File: src/rtl/arbiter_wrr.sv
// Weighted round-robin arbiter: registered one-hot grant held under valid/ready backpressure.
// An owner keeps the grant for up to w_eff consecutive accepted transfers while it requests.
module arbiter_wrr #(
    parameter int unsigned  N  = 4,
    parameter int unsigned  WW = 4,
    localparam int unsigned IW = $clog2(N)
) (
    input  logic            i_clk,
    input  logic            i_rst,
    input  logic [N-1:0]    i_req,
    input  logic [N*WW-1:0] i_weight,
    input  logic            i_gnt_rdy,
    output logic            o_req,
    output logic [N-1:0]    o_gnt,
    output logic [IW-1:0]   o_gnt_id,
    output logic            o_gnt_vld
);

    typedef enum logic [0:0] {StIdle, StGrant} state_e;

    state_e              state_q, state_d;
    logic [IW-1:0]       gnt_id_q, gnt_id_d;
    logic [IW-1:0]       ptr_q, ptr_d;
    logic [WW-1:0]       credit_q, credit_d;

    logic [N-1:0][WW-1:0] weight_arr;
    logic [IW-1:0]        sel_ptr;
    logic [IW-1:0]        win_id;
    logic [IW-1:0]        cand;
    logic                 found;
    logic [WW-1:0]        win_weight;
    logic [WW-1:0]        reload;

    function automatic logic [IW-1:0] next_idx(input logic [IW-1:0] idx);
        return (idx == IW'(N - 1)) ? '0 : idx + 1'b1;
    endfunction

    // Modulo-N add that stays correct when N is not a power of two.
    function automatic logic [IW-1:0] wrap_add(input logic [IW-1:0] base,
                                               input int unsigned off);
        int unsigned sum;
        sum = 32'(base) + off;
        if (sum >= N) sum -= N;
        return IW'(sum);
    endfunction

    assign o_req      = |i_req;
    assign weight_arr = i_weight;

    // On a quota end the search already starts just past the retiring owner.
    assign sel_ptr = (state_q == StGrant) ? next_idx(gnt_id_q) : ptr_q;

    always_comb begin
        win_id = '0;
        cand   = '0;
        found  = 1'b0;
        for (int unsigned i = 0; i < N; i++) begin
            cand = wrap_add(sel_ptr, i);
            if (!found && i_req[cand]) begin
                found  = 1'b1;
                win_id = cand;
            end
        end
    end

    assign win_weight = weight_arr[win_id];
    assign reload     = (win_weight == '0) ? '0 : win_weight - 1'b1;

    always_ff @(posedge i_clk) begin
        if (i_rst) begin
            state_q  <= StIdle;
            gnt_id_q <= '0;
            ptr_q    <= '0;
            credit_q <= '0;
        end else begin
            state_q  <= state_d;
            gnt_id_q <= gnt_id_d;
            ptr_q    <= ptr_d;
            credit_q <= credit_d;
        end
    end

    always_comb begin
        state_d  = state_q;
        gnt_id_d = gnt_id_q;
        ptr_d    = ptr_q;
        credit_d = credit_q;
        case (state_q)
            StIdle: begin
                if (o_req) begin
                    state_d  = StGrant;
                    gnt_id_d = win_id;
                    credit_d = reload;
                end
            end
            StGrant: begin
                if (i_gnt_rdy) begin
                    if (credit_q != '0 && i_req[gnt_id_q]) begin
                        credit_d = credit_q - 1'b1;
                    end else begin
                        ptr_d = next_idx(gnt_id_q);
                        if (o_req) begin
                            gnt_id_d = win_id;
                            credit_d = reload;
                        end else begin
                            state_d  = StIdle;
                            gnt_id_d = '0;
                            credit_d = '0;
                        end
                    end
                end
            end
            default: state_d = StIdle;
        endcase
    end

    always_comb begin
        o_gnt_vld = (state_q == StGrant);
        o_gnt_id  = gnt_id_q;
        o_gnt     = '0;
        if (state_q == StGrant) o_gnt[gnt_id_q] = 1'b1;
    end

    gnt_onehot_a: assert property (@(posedge i_clk) disable iff (i_rst) $onehot0(o_gnt));

    gnt_hold_a: assert property (@(posedge i_clk) disable iff (i_rst)
        (o_gnt_vld && !i_gnt_rdy) |=> ($stable(o_gnt) && $stable(o_gnt_id) && $stable(credit_q)));

endmodule

File: config.mk
export PLATFORM = sky130hd
export DESIGN_NAME = arbiter_wrr
export DESIGN_NICKNAME = d
export VERILOG_FILES = /design/src/rtl/arbiter_wrr.sv
export SDC_FILE = /design/constraint.sdc
export NUM_CORES = 1
export LEC_CHECK = 0
export ABC_AREA = 1
export CAP_MARGIN = 20
export CORE_MARGIN = 3
export CORE_UTILIZATION = 29
export DETAILED_ROUTE_END_ITERATION = 8
export PLACE_DENSITY = 0.63
export SYNTH_ARGS = -nofsm -noshare
export SYNTH_HDL_FRONTEND = slang
export SYNTH_SLANG_ARGS = --single-unit
File: constraint.sdc
create_clock -name i_clk -period 4.4 [get_ports i_clk]
set_input_delay 0.88 -clock i_clk [delete_from_list [all_inputs] [get_ports i_clk]]
set_output_delay 0.88 -clock i_clk [all_outputs]
set_load 0.03 [all_outputs]
==> flow_summary.json, run 1 <==
{
  "status": "completed",
  "yosysMostFrequentCell": "nand2_1",
  "yosys_warnings": 0,
  "dp.cells": 278,
  "endpoint_kind": "primary output",
  "firstDrtPassIters": 4,
  "period_share": 0.822,
  "dp_hpwl_um": 2450,
  "grtUsageTotal": 0.118,
  "drv_slew": 0,
  "fmax_ghz": 0.277,
  "yosys.area.top_type": "dfxtp_1",
  "synth_top_area_share": 0.142,
  "crit_path_start_kind": "input port",
  "stdcell_count": 282,
  "synth_ff_type": "dfxtp_1",
  "postCtsHoldBufs": 0,
  "yosysUniqueCellTypes": 22,
  "critPathMaxStageDelay_ns": 0.63,
  "start_util": 0.307,
  "cp_slowest_cell": "clkdlybuf4s50_1",
  "timing.rr.start": "o_gnt_id[0]$_SDFFE_PP0P_",
  "syn_avg_cell_area_um2": 6.36,
  "grt_pass1_wl_um": 5080,
  "p_leak_nw": 0.802,
  "drive_gt1_frac": 0.211,
  "post_cts_buffers": 0,
  "setup_viol": 0,
  "rsz0062_at_grt": "false",
  "synth_commonest_cells": "nand2_1 (43), inv_1 (30), nand3_1 (27)",
  "dieArea_mm2": 0.00519,
  "cts_buffers": 3,
  "netlist_instances": 199,
  "r2r_end": "credit_q[2]$_SDFFE_PP0P_",
  "synth-edff-count": 0,
  "postRouteAntennaNets": 0,
  "period_minus_slack_ns": 3.61,
  "cts.sinks": 9,
  "maxSlewHeadroom": 0.581,
  "finalSetupTns_ns": 0,
  "reg2reg_slack_ns": 1.71,
  "cap_violations": 0,
  "worst_r2r_path_depth": 17,
  "holdCritPathClass": "reg2reg",
  "nets": 261,
  "fin_skew_ns": 0.00382,
  "synth_nets": 227,
  "num_vias": 1304,
  "worstPathArrival_ns": 2.73,
  "post-place-ws_ns": 0.835,
  "synth-seq-area-share": 0.142,
  "area.growth.synth_to_final_pct": 31.4,
  "worst_slack_ns": 0.785,
  "final_util": 0.404,
  "io_pins": 31,
  "finalPower_mw": 0.790,
  "peakVddDrop_mv": 0.195,
  "cp_common_cell": "clkdlybuf4s50_1",
  "crit_chain": "clkdlybuf4s50_1 > nor4_1 > inv_1 > clkdlybuf4s50_1",
  "port_buffers": 30,
  "min_delay_path_depth": 2,
  "grt_pass1_vias": 1214,
  "n_antenna_cell": 0,
  "wl_per_cell_um": 10.3,
  "crit_required_ns": 3.52,
  "critical_path_class": "in2out",
  "holdPathEnd": "ptr_q[1]$_SDFFE_PP0P_",
  "n_fill_cell": 447,
  "grt-ovfl-total": 0,
  "synth_seq_cells": 9,
  "cts_tree": "built",
  "drc": 0,
  "via_per_inst": 4.62,
  "drt_iter0_markers": 27,
  "gp_congestion": 0.755,
  "die_width_um": 72.0,
  "htree_levels": 1,
  "grt_max_degree": 13,
  "synth-async-reset-ratio": 0,
  "core_area_mm2": 0.00412,
  "ctsResizeCount": 0,
  "antenna_found_initial": 0,
  "cts_buffer_depth": 2,
  "min_from": "ptr_q[1]$_SDFFE_PP0P_",
  "synth.top_cells.by_area": "dfxtp_1 (14%), nand2_1 (13%), nand3_1 (11%)",
  "p_per_area_mw_per_mm2": 476,
  "cts_root_buf": "clkbuf_8",
  "hold_viol": 0,
  "cts.clk_slew.worst_paths_ns": 0.05,
  "cp_max_fo": 4,
  "syn_area_mm2": 0.00126,
  "row_count": 23,
  "die_h_um": 72.0,
  "clk-insertion-delay-late_ns": 0.23,
  "worstMarginPinSlew_ns": 0.623,
  "wl_um": 2900
}
stage by stage:
| step | hold slack [ns] | instance area (µm²) |
|---|---|---|
| after floorplan | 0.443 | 1260 |
| after global placement | 0.463 | 1620 |
| after detailed placement | 0.461 | 1620 |
| after CTS | 0.468 | 1660 |
| after global routing | 0.499 | 1660 |
| final | 0.465 | 1660 |
sequential cells by signal, indices dropped and copies added, names as in the netlist:
name / cells
o_gnt_id: 2
credit_q: 4
o_gnt_vld: 1
ptr_q: 2
kinds of logic after synthesis:
kind of cell | Yosys count | share of synthesized area
DFF | 9 | 0.142
xor gates and xnor gates | 2 | 0.0139
AOI/OAI and AO/OA | 31 | 0.136
and+or+nand+nor | 115 | 0.543
buffers and inverters | 37 | 0.116
adders and majority gates | 5 | 0.0495
area by class of cell:
cell class              instances  area (µm²)  area share
multi-input cells             153         938       0.565
repair buffers                 30         300       0.181
flip-flops and latches          9         180       0.108
inverters                      36         135      0.0813
well taps                      50        62.6      0.0377
clock buffers                   4        45.0      0.0271
placed cells by master, fill, tap and decap left out, drive strengths merged:
cell type	netlist	final
clkbuf	0	4
clkdlybuf4s50	0	30
inv	36	36
a21oi	16	16
nand3	35	35
ha	5	5
nand2	70	70
nor2	8	8
xor2	2	2
dfxtp	9	9
nand3b	1	1
o21ai	13	13
nor4	1	1
a21boi	1	1
o21a	1	1
where the power goes:
part           internal [mW]  switching [mW]  total (mW)  leakage (nW)
Combinational          0.213           0.356       0.569         0.704
Sequential             0.103          0.0230       0.126        0.0745
Clock                 0.0630          0.0317      0.0947        0.0228
Total                  0.380           0.411       0.790         0.802
per-layer routing:
| metal | routed length (µm) | share of wire | vias up | global-route usage |
|---|---|---|---|---|
| li1 | - | - | 703 | - |
| met1 | 1390 | 0.48 | 579 | 0.153 |
| met2 | 1400 | 0.48 | 20 | 0.205 |
| met3 | 93 | 0.032 | 2 | 0.0263 |
| met4 | 8 | 0.0028 | 0 | 0.0125 |
| met5 | 0 | 0 | - | 0 |
critical path: cells and delay by family:
kind / cells / cell delay [ns]
buffers and inverters: 3 / 1.26
AND/OR/NAND/NOR: 1 / 0.59
worst max path at each step:
stage / startpoint / endpoint / slack, ns / cells after the start
2_1_floorplan: o_gnt_id[0]$_SDFFE_PP0P_ / credit_q[2]$_SDFFE_PP0P_ / 1.82 / 20
3_3_place_gp: i_req[0] / o_req / 0.83 / 4
3_5_place_dp: i_req[1] / o_req / 0.83 / 4
4_1_cts: i_req[1] / o_req / 0.82 / 4
5_1_grt: i_req[0] / o_req / 0.70 / 4
6_report: i_req[0] / o_req / 0.79 / 4
Power figures use the tool's default switching activity.
==> run 2: changes to the inputs <==
==> constraint.sdc (replaced) <==
create_clock -name i_clk -period 3.35 [get_ports i_clk]
set_input_delay 0.67 -clock i_clk [delete_from_list [all_inputs] [get_ports i_clk]]
set_output_delay 0.67 -clock i_clk [all_outputs]
set_load 0.03 [all_outputs]
==> run 2 against run 1 <==
Combinational power increased by 32%. Via count is the same. Core utilization increased by 0.18 points. Largest cell class unchanged.
==> flow_summary.json, run 2 (synthesis results as in run 1) <==
{
  "postCtsHoldBufs": 0,
  "p_leak_nw": 0.807,
  "die_h_um": 72.0,
  "crit_family": "buffers and inverters",
  "drc": 0,
  "io_pins": 31,
  "cts_root_buf": "clkbuf_8",
  "wl_met2_um": 1440,
  "fmax_ghz": 0.343,
  "post_cts_buffers": 0,
  "critPathMaxStageDelay_ns": 0.59,
  "stdcell_count": 283,
  "num_vias": 1304,
  "row_count": 23,
  "reg2reg_slack_ns": 0.64,
  "drt_iter0_markers": 45,
  "path_depth": 5,
  "crit_chain": "clkdlybuf4s50_1 > nor4_1 > buf_4 > inv_1 > clkdlybuf4s50_1",
  "cp_slowest_cell": "clkdlybuf4s50_1",
  "n_antenna_cell": 0,
  "rsz0062_at_grt": "false",
  "peakVddDrop_mv": 0.227,
  "min_delay_path_depth": 2,
  "via_per_inst": 4.61,
  "wl_per_cell_um": 10.4,
  "min_from": "ptr_q[1]$_SDFFE_PP0P_",
  "clk-insertion-delay-late_ns": 0.23,
  "grt_pass1_wl_um": 5220,
  "crit_start": "i_req[0]",
  "cts.sinks": 9,
  "cts_buffers": 3,
  "cts_buffer_depth": 2,
  "m1WireLength_um": 1380,
  "post-place-ws_ns": 0.472,
  "final_util": 0.406,
  "grt_pass1_vias": 1259,
  "area.growth.synth_to_final_pct": 31.9,
  "drive_gt1_frac": 0.215,
  "worst_r2r_path_depth": 20,
  "layout_common_cells": "nand2_1 (43), inv_1 (30), clkdlybuf4s50_1 (30)",
  "crit_path_start_kind": "input port",
  "fin_skew_ns": 0.00264,
  "cap_violations": 0,
  "worstMarginPinSlew_ns": 0.520,
  "die_width_um": 72.0,
  "holdPathEnd": "ptr_q[1]$_SDFFE_PP0P_",
  "grt-ovfl-total": 0,
  "wl_um": 2950,
  "layout_commonest_cell": "nand2_1",
  "grt_max_degree": 13,
  "ctsResizeCount": 0,
  "wl_met3_um": 109,
  "critical_path_class": "in2out",
  "period_minus_slack_ns": 2.92,
  "antenna_found_initial": 0,
  "crit_required_ns": 2.68,
  "grtUsageTotal": 0.120,
  "cp_max_fo": 4,
  "gp_congestion": 0.802,
  "hold_viol": 0,
  "r2r_end": "credit_q[2]$_SDFFE_PP0P_",
  "drv_slew": 0,
  "period_share": 0.871,
  "htree_levels": 1,
  "endpoint_kind": "primary output",
  "setup_viol": 0,
  "worst_slack_ns": 0.434,
  "dieArea_mm2": 0.00519,
  "cts_tree": "built",
  "dp.cells": 279,
  "cts.clk_slew.worst_paths_ns": 0.05,
  "crit_buf_inv": 4,
  "holdCritPathClass": "reg2reg",
  "largest_reg_flops": 4,
  "worstPathArrival_ns": 2.25,
  "cp_common_cell": "clkdlybuf4s50_1",
  "maxSlewHeadroom": 0.653,
  "status": "completed",
  "top_layer": "met4",
  "dp_hpwl_um": 2450,
  "top_register": "credit_q",
  "core_area_mm2": 0.00412,
  "p_per_area_mw_per_mm2": 625,
  "port_buffers": 30,
  "nets": 262,
  "finalSetupTns_ns": 0,
  "timing.rr.start": "o_gnt_id[0]$_SDFFE_PP0P_",
  "firstDrtPassIters": 4,
  "postRouteAntennaNets": 0,
  "start_util": 0.307
}
[run 2: routing by layer]
layer	vias up	GRT usage
li1	702	-
met1	587	0.155
met2	13	0.212
met3	2	0.0180
met4	0	0.0251
met5	-	0
[run 2: area by class of cell]
cell class                 count  area (µm²)
inverter                      36         135
clock buffer                   4        45.0
timing repair buffer          31         308
multi-input combinational    153         938
fill                         454        2450
sequential                     9         180
tap                           50        62.6
[run 2: stage by stage]
stage	total power [mW]	hold slack, ns	area, µm²
finish	1.04	0.469	1670
detailed placement	0.924	0.467	1620
global placement	0.920	0.463	1620
global route	1.17	0.504	1670
floorplan	0.765	0.443	1260
CTS	1.06	0.475	1670
[run 2: worst max path at each step]
stage / slack (ns) / end
3_5_place_dp: 0.47 / o_req
3_3_place_gp: 0.45 / o_req
6_report: 0.43 / o_req
2_1_floorplan: 0.77 / credit_q[2]$_SDFFE_PP0P_
4_1_cts: 0.45 / o_req
5_1_grt: 0.29 / credit_q[2]$_SDFFE_PP0P_
[run 2: worst reg2reg max path, cell delays in order, from the launching register on]
cell and delay [ns]:
dfxtp_1 0.55, inv_2 0.14, ha_1 0.35, inv_1 0.06
nand2_1 0.08, nand2_4 0.14, nand2_1 0.07, nand2_2 0.08
nand2_1 0.07, a21oi_2 0.19, nand2_2 0.10, nand3_4 0.13
nand2_4 0.09, nand2_1 0.07, nand3_1 0.08, nand2_2 0.10
nand2_1 0.08, nand2_1 0.06, nand2_1 0.05, nand2_1 0.08
a21oi_2 0.05
[run 2: where the power goes]
| part | total (mW) | switching, mW | internal, mW |
|---|---|---|---|
| clock network | 0.125 | 0.0422 | 0.0829 |
| logic | 0.751 | 0.471 | 0.280 |
| registers | 0.166 | 0.0303 | 0.136 |
